## config.mk

```make
export PLATFORM = sky130hd
export DESIGN_NAME = reg_file
export DESIGN_NICKNAME = d
export VERILOG_FILES = /design/src/rtl/rf_pkg.sv /design/src/rtl/rf_scoreboard.sv /design/src/rtl/reg_file.sv
export SDC_FILE = /design/constraint.sdc
export NUM_CORES = 2
export LEC_CHECK = 0
export BUFFER_PORTS_ARGS = -buffer_cell sky130_fd_sc_hd__buf_2
export CAP_MARGIN = 20
export CORE_ASPECT_RATIO = 0.7
export CORE_UTILIZATION = 30
export DETAILED_ROUTE_END_ITERATION = 10
export MAX_ROUTING_LAYER = met4
export SLEW_MARGIN = 20
export SYNTH_ARGS = -nofsm -noshare
export SYNTH_HDL_FRONTEND = slang
export SYNTH_SLANG_ARGS = --single-unit
```

## constraint.sdc

```tcl
create_clock -name clk -period 1.8 [get_ports clk]
set_input_delay 0.09 -clock clk [delete_from_list [all_inputs] [get_ports clk]]
set_output_delay 0.09 -clock clk [all_outputs]
set_load 0.02 [all_outputs]
```

## src/rtl/rf_pkg.sv

```systemverilog
// Shared widths and types for the integer register file.
package rf_pkg;
    localparam int XLEN       = 32;
    localparam int REG_ADDR_W = 5;
    localparam int ABI_A0     = 10;

    typedef logic [REG_ADDR_W-1:0] reg_addr_t;
    typedef logic [XLEN-1:0]       xlen_t;
endpackage

```

## src/rtl/rf_scoreboard.sv

```systemverilog
// Per-register busy bits: issue handshake, writeback clear, per-port busy and hazard.
module rf_scoreboard #(
    parameter int ADDR_W   = 5,
    parameter int NUM_RD   = 2,
    parameter int BYPASS   = 1,
    parameter int ZERO_REG = 1
) (
    input  logic                         clk,
    input  logic                         rst_n,
    input  logic [NUM_RD-1:0]            rd_en,
    input  logic [NUM_RD-1:0][ADDR_W-1:0] rd_addr,
    input  logic                         we,
    input  logic [ADDR_W-1:0]            wa,
    input  logic                         issue_valid,
    input  logic [ADDR_W-1:0]            issue_rd,
    output logic                         issue_ready,
    output logic [NUM_RD-1:0]            rd_busy,
    output logic                         hazard
);
    localparam int DEPTH     = 2 ** ADDR_W;
    localparam bit ZERO_EN   = (ZERO_REG != 0);
    localparam bit BYPASS_EN = (BYPASS != 0);

    logic [DEPTH-1:0] r_busy;
    logic             w_issue_zero;
    logic             w_accept;

    assign w_issue_zero = (issue_rd == '0);
    assign issue_ready  = ~r_busy[issue_rd] | (ZERO_EN & w_issue_zero);
    assign w_accept     = issue_valid & issue_ready;

    // Set is scheduled after clear so a new producer wins over the retiring one.
    always_ff @(posedge clk) begin
        if (!rst_n) begin
            r_busy <= '0;
        end else begin
            if (we && (wa != '0))
                r_busy[wa] <= 1'b0;
            if (w_accept && !w_issue_zero)
                r_busy[issue_rd] <= 1'b1;
        end
    end

    for (genvar g = 0; g < NUM_RD; g++) begin : g_rd_busy
        assign rd_busy[g] = r_busy[rd_addr[g]]
                          & ~(BYPASS_EN & we & (wa == rd_addr[g]))
                          & ~(ZERO_EN & (rd_addr[g] == '0));
    end

    assign hazard = |(rd_en & rd_busy);
endmodule

```

## src/rtl/reg_file.sv

```systemverilog
// RISC-V integer register file: NUM_RD combinational read ports, one write port, busy scoreboard.
module reg_file
    import rf_pkg::*;
#(
    parameter int DATA_W   = XLEN,
    parameter int ADDR_W   = REG_ADDR_W,
    parameter int NUM_RD   = 2,
    parameter int BYPASS   = 1,
    parameter int ZERO_REG = 1,
    parameter int A0_IDX   = ABI_A0
) (
    input  logic                          clk,
    input  logic                          rst_n,
    input  logic [NUM_RD-1:0]             rd_en,
    input  logic [NUM_RD-1:0][ADDR_W-1:0] rd_addr,
    output logic [NUM_RD-1:0][DATA_W-1:0] rd_data,
    output logic [NUM_RD-1:0]             rd_busy,
    output logic                          hazard,
    input  logic                          WE3,
    input  logic [ADDR_W-1:0]             AD3,
    input  logic [DATA_W-1:0]             WD3,
    input  logic                          issue_valid,
    input  logic [ADDR_W-1:0]             issue_rd,
    output logic                          issue_ready,
    output logic [DATA_W-1:0]             a0
);
    localparam int              DEPTH     = 2 ** ADDR_W;
    localparam bit              ZERO_EN   = (ZERO_REG != 0);
    localparam bit              BYPASS_EN = (BYPASS != 0);
    localparam logic [ADDR_W-1:0] A0_ADDR = ADDR_W'(A0_IDX);

    logic [DATA_W-1:0] r_mem [DEPTH];
    logic              w_wr_en;

    assign w_wr_en = WE3 & ~(ZERO_EN & (AD3 == '0));

    always_ff @(posedge clk) begin
        if (!rst_n)
            r_mem <= '{default: '0};
        else if (w_wr_en)
            r_mem[AD3] <= WD3;
    end

    for (genvar g = 0; g < NUM_RD; g++) begin : g_rd
        always_comb begin
            rd_data[g] = r_mem[rd_addr[g]];
            if (ZERO_EN && (rd_addr[g] == '0))
                rd_data[g] = '0;
            else if (BYPASS_EN && WE3 && (AD3 == rd_addr[g]))
                rd_data[g] = WD3;
        end
    end

    // a0 is a display tap of the stored value, deliberately not bypassed.
    assign a0 = r_mem[A0_ADDR];

    rf_scoreboard #(
        .ADDR_W  (ADDR_W),
        .NUM_RD  (NUM_RD),
        .BYPASS  (BYPASS),
        .ZERO_REG(ZERO_REG)
    ) u_scoreboard (
        .clk        (clk),
        .rst_n      (rst_n),
        .rd_en      (rd_en),
        .rd_addr    (rd_addr),
        .we         (WE3),
        .wa         (AD3),
        .issue_valid(issue_valid),
        .issue_rd   (issue_rd),
        .issue_ready(issue_ready),
        .rd_busy    (rd_busy),
        .hazard     (hazard)
    );
endmodule

```

### Word level (Yosys, flattened, before mapping)

Index checks and enable logic that the tools add are counted.

| word-level totals | value |
|---|---|
| flip-flop bits (word level) | 1056 |
| output and inout port bits | 100 |
| logic and storage cells | 107 |
| input bits | 58 |

| cells by class | value |
|---|---|
| mux-type cells | 26 |
| bitwise logic cells | 22 |
| reductions and logical operators | 14 |
| equality and inequality tests | 2 |
| order comparisons | 10 |

Operators with widths:

| operator | count |
|---|---|
| bitwise mux 1024 bit | 1 |
| 2-to-1 mux 32 bit | 12 |
| binary-select mux 32 bit (select 5 bit) | 2 |
| demux 32 bit (select 5 bit) | 1 |
| AND 32 bit | 1 |
| NOT 32 bit | 1 |
| OR 32 bit | 1 |
| less-than comparator 5 x 6 -> 1 bit (second input constant) | 4 |
| zero test 5 bit | 4 |
| >= comparator 6 bit (second input constant) | 3 |
| NOT 5 -> 6 bit | 3 |
| binary-select mux 1 bit (select 5 bit) | 3 |
| demux 1 bit (select 5 bit) | 2 |
| == test 5 bit | 2 |
| >= comparator 5 x 1 -> 1 bit (second input constant) | 2 |
| AND 1 bit | 8 |
| logical AND 1 bit | 7 |
| less-than comparator 6 x 1 -> 1 bit (second input constant) | 1 |
| NOT 1 bit | 6 |
| 2-to-1 mux 1 bit | 5 |
| nonzero test 5 bit | 1 |
| AND 2 bit | 1 |
| OR reduction 2 bit | 1 |
| zero test 1 bit | 1 |
| OR 1 bit | 1 |

### Longest topological paths before layout

| depth | value |
|---|---|
| word-level depth | 10 |
| mapped depth | 10 |
| gate-level depth less buffers | 5 |

### Hierarchy

From an unflattened synthesis, not the netlist that was laid out.

| unflattened totals | value |
|---|---|
| cell total of the unflattened synthesis | 6306 |
| area, all modules | 57425.1 um^2 |

By module, submodules not included:

| module | seq. area each (um^2) | times used | area an instance (um^2) | cells each |
|---|---|---|---|---|
| reg_file | 20499.7 | 1 | 54875.1 | 6041 |
| rf_scoreboard | 640.6 | 1 | 2549.9 | 265 |

### Worst setup path after synthesis

Ideal clock, no wire load.

| path | value |
|---|---|
| path kind | in2out |
| start | input rd_addr[0] (netlist bit) |
| end | output rd_data[5] (netlist bit) |
| arrival | 1.949 ns |
| path slack | -0.239 ns |
| path buffers | 4 |
| stages | 9 |
| required time | 1.710 ns |
| cell sequence | buf_4 -> buf_8 -> buf_8 -> buf_6 -> mux2i_1 -> a221oi_1 -> a21oi_1 -> o211a_1 -> o32ai_1 |

RTL lines:

| item | RTL line | RTL |
|---|---|---|
| from (decl) | reg_file.sv:15 | `input logic [NUM_RD-1:0][ADDR_W-1:0] rd_addr,` |
| to (decl) | reg_file.sv:16 | `output logic [NUM_RD-1:0][DATA_W-1:0] rd_data,` |

==> metrics.txt <==
status=complete, but fails checks; failing checks=negative setup slack; Hold Crit Start=WD3[11]; Peak VDD IR=0.0007630 V; I/O Pins=158; vias in the first global route=52.94k; Place WS=-1.114 ns; critical path type=reg2out; CP arrival=2.79 ns; GRT Overall Usage=27.87%; first-pass GRT wire length=385.5 mm; Post-Route WL=269.9 mm; num rows=134; Syn Area/Cell=9.074 um^2; async set-reset flop share out of synthesis=0%; Num Clock Sinks=1056; Internal Power=0.04108 W; Worst setup SP type=flip-flop; CP most frequent cell=buf_6; Min Clock Period, post-route=2.883 ns; Initial Utilization=30.23%; DRC Markers=0; Post-Syn Area=0.05762 mm^2; Post-synth EDFFs=0; Flop pwr share=41.8%; unrepaired setup endpoints after global routing=yes; FF-to-FF End=u_scoreboard.r_busy[7]; CTS max path bufs=3; final setup vio count=99; worst slew pin tran=0.8952 ns; commonest non-fill, non-tap cell in the layout=nand2_1; maximum clock frequency=346.8 MHz; MaxCap Viol Count=0; area grow syn2layout=32.74%; logic gate share of total power=14.2%; Worst Hold Path EP=r_mem[459]; Final period util=160.2%; # fillers=18.09k; GPL Wtd Cong=0.9915; PortBufs=157; root buf cell=clkbuf_16; Syn Nets=6408; ANT nets after route=0; CTS tree=done; fin. max-slew vios=0; most frequent cells in the layout=nand2_1, a21boi_0, dfxtp_1, buf_4, mux4_2; CP Max Fanout=2; largest net degree at the start of global routing=128; register area=0.02142 mm^2; Seq/Total Area, Yosys=36.69%; Worst R2R Start=u_scoreboard.r_busy[7]; Ys Warns=0; DIE WIDTH=525.8 um; clock-pin slew of the registers on the worst-case setup and hold paths=0.06 ns; TNS Setup=-56.74 ns; WP data required=1.71 ns; CTS buffer count=116; slew margin rel.=40.12%; Sw Pwr=0.01555 W; 1st-iter DRT viols=8280; unique cell type count in the Yosys netlist=66; Remaining Overflow, GRT=0; Yosys reg bits=1056; Leakage Power=26.65 nW; slack of the worst reg-to-reg path=-0.25 ns; Hold WC Path Type=in2reg; initial antenna violation count=17; clock latency on the worst-skew pair=0.77 ns; crit-path cells=buf_6, mux4_2, mux2_4, o311ai_4, buf_6, o22ai_4, buf_6; top_reg_cell synth=dfxtp_1; hold depth=4; vias per inst=5.822; critical path's largest stage delay=0.56 ns; H-tree Lvls=3; PD cells=740.4 mW/mm^2; CP endpoint kind=output port; worst r2r path cells=7; Routed wire per std cell=28.06 um; Die H=368.7 um; fin nets=7049; die area=0.1939 mm^2; Final Hold Vio Count=0; total vias in the final route=56.00k; DR pass1 iterations=8; CORE AREA=0.1906 mm^2; Gate Count Post-Synth=6350; post-route clock skew=0.03355 ns; hpwl dp=187.0 mm; layout cells sized above 1=35.57%; clock share of power=44.0%; multi-input logic area=0.03621 mm^2; setup ws final=-1.083 ns; sw frac=27.45%; CP max-delay cell=mux4_2
[stage by stage]
stage                     utilization, %  std cells  power (W)  hold slack [ns]  instance area, um^2
after global routing               40.12       9616    0.05785          0.09219                76480
final                              40.12       9619    0.05663          0.09341                76490
after global placement             35.99       9340    0.03105           0.4350                68600
after CTS                          39.66       9605    0.05628          0.02611                75600
after detailed placement           35.99       9340    0.03108           0.4438                68610
after floorplan                        -       6350    0.02776           0.2349                58030
[synthesized netlist by cell type, types with 60 or more instances]
cell type | number | share of area (%)
nand2_1 | 2115 | 14
dfxtp_1 | 1056 | 37
mux2_2 | 62 | 1.2
a21boi_0 | 992 | 13
buf_4 | 69 | 0.90
o21ai_0 | 78 | 0.68
mux4_2 | 451 | 18
o22ai_1 | 131 | 1.4
mux2i_1 | 148 | 2.6
clkbuf_1 | 439 | 2.9
nand3_1 | 63 | 0.55
nor2_1 | 60 | 0.39
buf_2 | 120 | 1.0
[power by group through the flow]
stage / sequential [W] / clock (W) / combinational (W)
global placement: 0.0242 / 0 / 0.00689
detailed placement: 0.0242 / 0 / 0.00690
global route: 0.0237 / 0.0260 / 0.00817
CTS: 0.0237 / 0.0250 / 0.00760
floorplan: 0.0241 / 0 / 0.00362
finish: 0.0237 / 0.0249 / 0.00802
[metal layers]
metal  track usage (%)  wire length (um)  vias to the layer above
met5                 -                 0                        -
met4             12.92             15020                        0
met3             7.735             34370                      767
met2             38.60            110400                     3850
met1             37.24            110100                    27730
li1                  -                 -                    23660
[critical path: cells and delay by family (launching register included)]
kind	cells	cell delay, ns
AOI/OAI and AO/OA	2	0.39
buffers and inverters	3	0.43
DFF	1	0.33
muxes	2	0.88
[kinds of logic (layout without fill, tap and decap cells)]
logic type | count (synthesis) | count (layout) | share of synthesized area, %
flip-flops | 1056 | 1056 | 36.69
multiplexers | 661 | 661 | 21.41
AND/OR/NAND/NOR | 2439 | 2439 | 17.03
XOR/XNOR | 10 | 10 | 0.1520
other | 0 | 15 | 0
buffers and inverters | 705 | 1443 | 5.902
AO/OA/AOI/OAI | 1479 | 1479 | 18.82
[area by class of cell]
type	count	area share, %
well taps	2516	4.116
clock buffers	159	4.389
clock inverters	56	0.7296
flip-flops and latches	1056	28.00
inverters	11	0.05398
repair buffers	1217	15.32
multi-input cells	4589	47.34
diodes	15	0.04908
[how the worst max path moves through the flow]
stage | startpoint | to | slack, ns | cells after the start
2_1_floorplan | rd_addr[5] | rd_data[52] | -0.13 | 10
3_3_place_gp | rd_addr[0] | rd_data[30] | -1.72 | 10
3_5_place_dp | rd_addr[5] | rd_data[62] | -1.11 | 9
4_1_cts | r_mem[670] | rd_data[62] | -1.12 | 7
5_1_grt | r_mem[670] | rd_data[62] | -1.13 | 7
6_report | a0[30] | rd_data[62] | -1.08 | 7
[state kept, by name, indices dropped and copies added (netlist names)]
| name | cells |
|---|---|
| a0 | 32 |
| u_scoreboard.r_busy | 32 |
| r_mem | 992 |
[what timing repair did]
action,CTS,global route
pin swaps,189,102
hold buffers,48,0
buffers inserted,30,9
cloned,1,0
hold endpoints to repair,786,0
setup endpoints to repair,98,99
resized for setup,675,207
No activity file was read; power rests on OpenSTA's default activity.
